`config.mk`:
```
export PLATFORM = sky130hd
export DESIGN_NAME = niosiimicro_key_ctrl
export DESIGN_NICKNAME = d
export VERILOG_FILES = /design/src/rtl/niosiimicro_key_ctrl_pkg.sv /design/src/rtl/niosiimicro_key_ctrl_timer.sv /design/src/rtl/niosiimicro_key_ctrl.sv
export SDC_FILE = /design/constraint.sdc
export NUM_CORES = 1
export LEC_CHECK = 0
export ABC_AREA = 1
export BUFFER_PORTS_ARGS = -buffer_cell sky130_fd_sc_hd__buf_2
export CORE_MARGIN = 1.5
export CORE_UTILIZATION = 50
export DETAILED_ROUTE_END_ITERATION = 12
export MAX_ROUTING_LAYER = met4
export PLACE_DENSITY = 0.76
export SYNTH_ARGS = -nofsm -noshare
export SYNTH_HDL_FRONTEND = slang
export SYNTH_SLANG_ARGS = --single-unit
```
`constraint.sdc`:
```
create_clock -name clk -period 2.7 [get_ports clk]
set_clock_uncertainty 0.15 [all_clocks]
set_input_delay 0.27 -clock clk [delete_from_list [all_inputs] [get_ports clk]]
set_output_delay 0.27 -clock clk [all_outputs]
set_load 0.05 [all_outputs]
```
`src/rtl/niosiimicro_key_ctrl_pkg.sv`:
```
// Shared types and constants for the two-key PIO controller.
package niosiimicro_key_ctrl_pkg;

  localparam int unsigned NUM_KEYS = 2;

  localparam logic [1:0] PIO_ADDR_DATA = 2'd0;
  localparam logic [1:0] PIO_ADDR_MASK = 2'd2;

  typedef enum logic [2:0] {
    ST_INIT,
    ST_IDLE,
    ST_RD_ADDR,
    ST_RD_DATA,
    ST_WR_MASK,
    ST_WAIT,
    ST_EMIT
  } state_e;

  // Interrupt mask that enables only the keys not listed in 'quiet'.
  function automatic logic [NUM_KEYS-1:0] irq_mask(input logic [NUM_KEYS-1:0] quiet);
    return ~quiet;
  endfunction

endpackage

```
`src/rtl/niosiimicro_key_ctrl_timer.sv`:
```
// Shared up-counter for debounce and poll intervals: load clears,
// en counts, done flags the last cycle of a 'limit'-cycle interval.
module niosiimicro_key_ctrl_timer #(
  parameter int unsigned WIDTH = 32
) (
  input  logic             clk,
  input  logic             reset_n,
  input  logic             load,
  input  logic             en,
  input  logic [WIDTH-1:0] limit,
  output logic             done
);

  localparam logic [WIDTH-1:0] ONE = WIDTH'(1);

  logic [WIDTH-1:0] cnt_q, cnt_d;

  // Next count: clear on load, otherwise advance while enabled.
  always_comb begin
    cnt_d = cnt_q;
    if (load) begin
      cnt_d = '0;
    end else if (en) begin
      cnt_d = cnt_q + ONE;
    end
  end

  // Count register.
  always_ff @(posedge clk or negedge reset_n) begin
    if (!reset_n) begin
      cnt_q <= '0;
    end else begin
      cnt_q <= cnt_d;
    end
  end

  assign done = en && (cnt_q == limit - ONE);

endmodule

```
`src/rtl/niosiimicro_key_ctrl.sv`:
```
// Debounced two-key event source driving a Nios II key PIO.
// Optional build macro KEY_CTRL_GLITCH_CNT_EN adds an 8-bit saturating
// glitch counter output.
module niosiimicro_key_ctrl
  import niosiimicro_key_ctrl_pkg::*;
#(
  parameter int unsigned DEBOUNCE_CYCLES = 50000,
  parameter int unsigned POLL_CYCLES     = 100000
) (
  input  logic                clk,
  input  logic                reset_n,
  output logic [1:0]          pio_address,
  output logic                pio_chipselect,
  output logic                pio_write_n,
  output logic [31:0]         pio_writedata,
  input  logic [31:0]         pio_readdata,
  input  logic                pio_irq,
  output logic                evt_valid,
  input  logic                evt_ready,
  output logic [NUM_KEYS-1:0] evt_keys,
  output logic [NUM_KEYS-1:0] evt_changed
`ifdef KEY_CTRL_GLITCH_CNT_EN
  ,
  output logic [7:0]          glitch_cnt
`endif
);

  state_e state_q, state_d;
  logic [NUM_KEYS-1:0] held_q, held_d;
  logic [NUM_KEYS-1:0] cand_q, cand_d;
  logic [NUM_KEYS-1:0] chg_q, chg_d;
  logic [NUM_KEYS-1:0] mask_q, mask_d;
  logic                confirm_q, confirm_d;
  logic                to_wait_q, to_wait_d;
  logic                init_arm_q;

  logic [NUM_KEYS-1:0] sample, diff, conf;
  logic                timer_en, timer_done;
  logic [31:0]         timer_limit;
  logic                unused_rd_hi;

  // Upper PIO data bits carry no key state.
  assign unused_rd_hi = ^pio_readdata[31:NUM_KEYS];

  assign sample = pio_readdata[NUM_KEYS-1:0];
  assign diff   = sample ^ held_q;
  assign conf   = cand_q & diff;

  // Debounce runs in WAIT; release polling runs in IDLE while a key is held.
  assign timer_en    = (state_q == ST_WAIT) || ((state_q == ST_IDLE) && (held_q != '0));
  assign timer_limit = (state_q == ST_WAIT) ? 32'(DEBOUNCE_CYCLES) : 32'(POLL_CYCLES);

  niosiimicro_key_ctrl_timer #(
    .WIDTH (32)
  ) u_timer (
    .clk     (clk),
    .reset_n (reset_n),
    .load    (!timer_en),
    .en      (timer_en),
    .limit   (timer_limit),
    .done    (timer_done)
  );

  // Next-state and datapath update.
  always_comb begin
    state_d   = state_q;
    held_d    = held_q;
    cand_d    = cand_q;
    chg_d     = chg_q;
    mask_d    = mask_q;
    confirm_d = confirm_q;
    to_wait_d = to_wait_q;
    case (state_q)
      ST_INIT: begin
        if (init_arm_q) state_d = ST_IDLE;
      end
      ST_IDLE: begin
        if (pio_irq || timer_done) state_d = ST_RD_ADDR;
      end
      ST_RD_ADDR: state_d = ST_RD_DATA;
      ST_RD_DATA: begin
        if (!confirm_q) begin
          cand_d = diff;
          if (diff == '0) begin
            state_d = ST_IDLE;
          end else begin
            mask_d    = irq_mask(held_q | diff);
            to_wait_d = 1'b1;
            state_d   = ST_WR_MASK;
          end
        end else begin
          confirm_d = 1'b0;
          if (conf != '0) begin
            held_d  = held_q ^ conf;
            chg_d   = conf;
            state_d = ST_EMIT;
          end else begin
            mask_d    = irq_mask(held_q);
            to_wait_d = 1'b0;
            state_d   = ST_WR_MASK;
          end
        end
      end
      ST_WR_MASK: state_d = to_wait_q ? ST_WAIT : ST_IDLE;
      ST_WAIT: begin
        if (timer_done) begin
          confirm_d = 1'b1;
          state_d   = ST_RD_ADDR;
        end
      end
      ST_EMIT: begin
        if (evt_ready) begin
          mask_d    = irq_mask(held_q);
          to_wait_d = 1'b0;
          state_d   = ST_WR_MASK;
        end
      end
      default: state_d = ST_INIT;
    endcase
  end

  // State and datapath registers. init_arm_q holds off the INIT mask write
  // for one cycle so outputs sit at their idle values while in reset.
  always_ff @(posedge clk or negedge reset_n) begin
    if (!reset_n) begin
      state_q    <= ST_INIT;
      held_q     <= '0;
      cand_q     <= '0;
      chg_q      <= '0;
      mask_q     <= '0;
      confirm_q  <= 1'b0;
      to_wait_q  <= 1'b0;
      init_arm_q <= 1'b0;
    end else begin
      state_q    <= state_d;
      held_q     <= held_d;
      cand_q     <= cand_d;
      chg_q      <= chg_d;
      mask_q     <= mask_d;
      confirm_q  <= confirm_d;
      to_wait_q  <= to_wait_d;
      init_arm_q <= 1'b1;
    end
  end

  // PIO bus and event outputs decoded from the current state.
  always_comb begin
    pio_address    = PIO_ADDR_DATA;
    pio_chipselect = 1'b0;
    pio_write_n    = 1'b1;
    pio_writedata  = '0;
    case (state_q)
      ST_INIT: begin
        if (init_arm_q) begin
          pio_address    = PIO_ADDR_MASK;
          pio_chipselect = 1'b1;
          pio_write_n    = 1'b0;
          pio_writedata  = {{(32-NUM_KEYS){1'b0}}, irq_mask('0)};
        end
      end
      ST_RD_ADDR: begin
        pio_address    = PIO_ADDR_DATA;
        pio_chipselect = 1'b1;
      end
      ST_WR_MASK: begin
        pio_address    = PIO_ADDR_MASK;
        pio_chipselect = 1'b1;
        pio_write_n    = 1'b0;
        pio_writedata  = {{(32-NUM_KEYS){1'b0}}, mask_q};
      end
      default: ;
    endcase
    evt_valid   = (state_q == ST_EMIT);
    evt_keys    = held_q;
    evt_changed = chg_q;
  end

`ifdef KEY_CTRL_GLITCH_CNT_EN
  logic [7:0] glitch_q, glitch_d;

  // Count confirm reads that found no surviving change, saturating at 255.
  always_comb begin
    glitch_d = glitch_q;
    if ((state_q == ST_RD_DATA) && confirm_q && (conf == '0) && (glitch_q != 8'hFF)) begin
      glitch_d = glitch_q + 8'd1;
    end
  end

  // Glitch counter register.
  always_ff @(posedge clk or negedge reset_n) begin
    if (!reset_n) begin
      glitch_q <= '0;
    end else begin
      glitch_q <= glitch_d;
    end
  end

  assign glitch_cnt = glitch_q;
`endif

endmodule

```
==> flow_summary.ini <==
[outcome]
outcome = complete, but fails checks
violations = negative hold slack

[yosys]
syn-cell-area_um2 = 2960
largest_family_of_logic_cells_by_synthesized_area = simple AND/OR/NAND/NOR gates
synth_simple_gate_area_share_pct = 31.2
ys_dominant_reg_cell = sky130_fd_sc_hd__dfrtp_1
synth_seq_area_share_pct = 39.0
synth-warning-count = 0
yosysUniqueCellTypes = 35
muxShareOfSynthArea_pct = 0
synth_compound_area_share_pct = 10.8
synth_enable_flop_cells = 0
synth-async-reset-ratio_pct = 100
synthesis.area_per_instance_um2 = 7.60
register_bit_count_reported_by_yosys = 46
synth_fa_ha_area_share_pct = 1.27
syn-instance-count = 389
synth_xor_area_share_pct = 2.67

[critical_path]
crit-reg2reg-capture = u_timer.cnt_q[17]
crit_arrival_ns = 1.61
reg2reg_slack_ns = 0.70
critical_path.max_fanout = 6
cp-startpoint = state_q[0]
cp-endpoint = pio_writedata[0]
path_class = register to output pin
cp.required_ns = 2.28
rr_worst_depth = 5
timing.critical_path.to_type = output pin
crit_path_start_kind = register
regToRegStartpoint = state_q[2]

[clocking]
clkSlewWorstSetupHoldPaths_ns = 0.08
cts-resized-gates = 0
clock_tree.root_cell = sky130_fd_sc_hd__clkbuf_8
cts_htree_levels = 2
tritoncts = yes
ctsLongestPathBuffers = 2
clk_latency_ns = 0.30
numClockSinks = 46
cts_setup_buffers = 0
cts-hold-fix-buffers = 0
numCtsBuffers = 5

[sta]
timing_worst_slew_pin_value_ns = 1.02
finalWorstPathRequiredPeriod_ns = 2.03
setup_viol_count_final = 0
worst_hold_slack_ns = -0.00748
setup_total_negative_slack_ns = 0
final_slew_violations = 0
clock.fmax_mhz = 493
hold_viol_final = 17
fin_crit_sh_pct = 75.1
slew_headroom_pct = 31.9
setup_repair_after_global_routing_missed_its_margin = no

[drt]
wl_per_cell_um = 12.2
met2RoutedLength_mm = 2.79
firstDrtPassIters = 5
route.met3.wl_um = 304
drt_iter0_drc = 115
vias = 2449
detail_route.vias_per_cell = 5.09
detail-route-antenna-nets = 0
route.top_layer_used = met4
met1Wirelength_mm = 2.65
routed_wirelength_mm = 5.85
remaining_drc_errors = 0

[power]
vdd.ir_drop.worst_mv = 0.436
power_per_cell_area_nw_per_um2 = 633
post-layout-total-power_mw = 1.95
power.leakage_nw = 1.48

[grt]
global_route.overflow_total = 0
first_global_vias = 2316
grt_pass1_wl_mm = 10.1
antenna_found_initial = 0
globalRouteTotalUtil_pct = 20.8
grt_start_max_net_pins = 47

[finish]
final_net_count = 447
postLayoutCoreUtil_pct = 55.0
antennaDiodeCount = 0
layout-area-overhead-vs-synth_pct = 4.36
drive_above_1_share_pct = 13.7

[die]
start_util_pct = 52.7
die_width_um = 79.9
num_io_pins = 77
core_area_um2 = 5610
design.die.area_um2 = 6380
placement_row_count = 27
floorplan.die.height_um = 79.9

[place]
numPortBuffers = 15
dpl.hpwl_mm = 4.35
routabilityCongestion = 0.893

[run]
maxCapViolCount = 0

[worst_hold_path]
worst_min_path_class = input pin to async pin
## state kept, by name, indices dropped and copies added, names as in the netlist, named ones only
register       cells
u_timer.cnt_q     32
cand_q             2
evt_changed        2
init_arm_q         1
to_wait_q          1
mask_q             2
confirm_q          1
state_q            3
## synthesized netlist by cell type, types with 2 or more instances
library cell               number  share of area [%]
sky130_fd_sc_hd__a21oi_1       17                2.9
sky130_fd_sc_hd__buf_2          3               0.51
sky130_fd_sc_hd__buf_4         31                7.9
sky130_fd_sc_hd__conb_1         2               0.25
sky130_fd_sc_hd__dfrtp_1       46                 39
sky130_fd_sc_hd__ha_1           3                1.3
sky130_fd_sc_hd__inv_1         42                5.3
sky130_fd_sc_hd__inv_2          9                1.1
sky130_fd_sc_hd__nand2_1       71                9.0
sky130_fd_sc_hd__nand2_2        4               0.85
sky130_fd_sc_hd__nand2_4        2               0.76
sky130_fd_sc_hd__nand3_1       19                3.2
sky130_fd_sc_hd__nand3_2        3                1.0
sky130_fd_sc_hd__nand4_1        9                1.9
sky130_fd_sc_hd__nor2_1        50                6.4
sky130_fd_sc_hd__nor2_2         4               0.85
sky130_fd_sc_hd__nor2_4         3                1.1
sky130_fd_sc_hd__nor3_1        13                2.2
sky130_fd_sc_hd__nor3_2         3                1.0
sky130_fd_sc_hd__nor3_4         3                1.7
sky130_fd_sc_hd__nor3b_1        3               0.76
sky130_fd_sc_hd__o211ai_1       3               0.76
sky130_fd_sc_hd__o21ai_0       20                3.4
sky130_fd_sc_hd__o21ai_1        6                1.0
sky130_fd_sc_hd__o22ai_1        2               0.42
sky130_fd_sc_hd__o31ai_1        2               0.51
sky130_fd_sc_hd__xnor2_1        2               0.59
sky130_fd_sc_hd__xor2_1         7                2.1
## layout by cell type (no fill, tap or decap), drive strengths merged
cell type	count
o21a	1
nor3b	3
o21ai	26
xor2	7
o22ai	2
nand2	77
nor2	57
ha	3
nand4	9
buf	16
or2	1
dfrtp	46
o31ai	2
inv	51
nor3	19
clkbuf	7
and2	1
conb	32
a21oi	17
a31oi	2
o211ai	3
xnor2	2
clkinv	1
nand3	22
a2bb2oi	1
a41oi	1
## power by group
group / switching (mW) / leakage [nW] / internal [mW]
logic: 0.540 / 0.809 / 0.164
clock network: 0.231 / 0.0482 / 0.207
registers: 0.0569 / 0.618 / 0.752
## per-stage QoR
step                setup slack [ns]  instances  instance area (um2)
global route                   0.517        481                 3080
CTS                            0.661        481                 3080
detailed placement             0.720        473                 2990
finish                         0.673        481                 3080
floorplan                      0.430        419                 3070
global placement               0.751        473                 2990
## critical path, stage by stage (launching register included)
cell and delay [ns]:
sky130_fd_sc_hd__dfrtp_1 0.44, sky130_fd_sc_hd__nor2_1 0.32, sky130_fd_sc_hd__nand2_1 0.11, sky130_fd_sc_hd__o21ai_0 0.16, sky130_fd_sc_hd__buf_2 0.28
## worst min-delay path by stage
stage               cells past startpoint               end
finish                                  1        state_q[2]
detailed placement                      1  u_timer.cnt_q[0]
global placement                        1  u_timer.cnt_q[0]
CTS                                     1        state_q[1]
floorplan                               0         async pin
global route                            3          register
## kinds of logic after synthesis
group | Yosys count
AO/OA/AOI/OAI | 55
XOR/XNOR | 9
adder cells (fa/ha/maj) | 3
buffers and inverters | 85
flip-flops | 46
other | 2
AND/OR/NAND/NOR | 189
## area by class of cell
cell class	count	area, um2
Tap cell	72	90.1
Inverter	51	191
Clock buffer	7	86.3
Sequential cell	46	1150
Timing Repair Buffer	16	82.6
Fill cell	537	2520
Clock inverter	1	5.00
Multi-Input combinational cell	288	1480
## metal layers
layer  track usage, %  vias to the layer above
met1             26.0                     1132
met4             7.24                        0
li1                 -                     1232
met3             3.66                        8
met2             34.0                       77
met5                -                        -
Note: power is estimated with default switching activity, not from simulation.
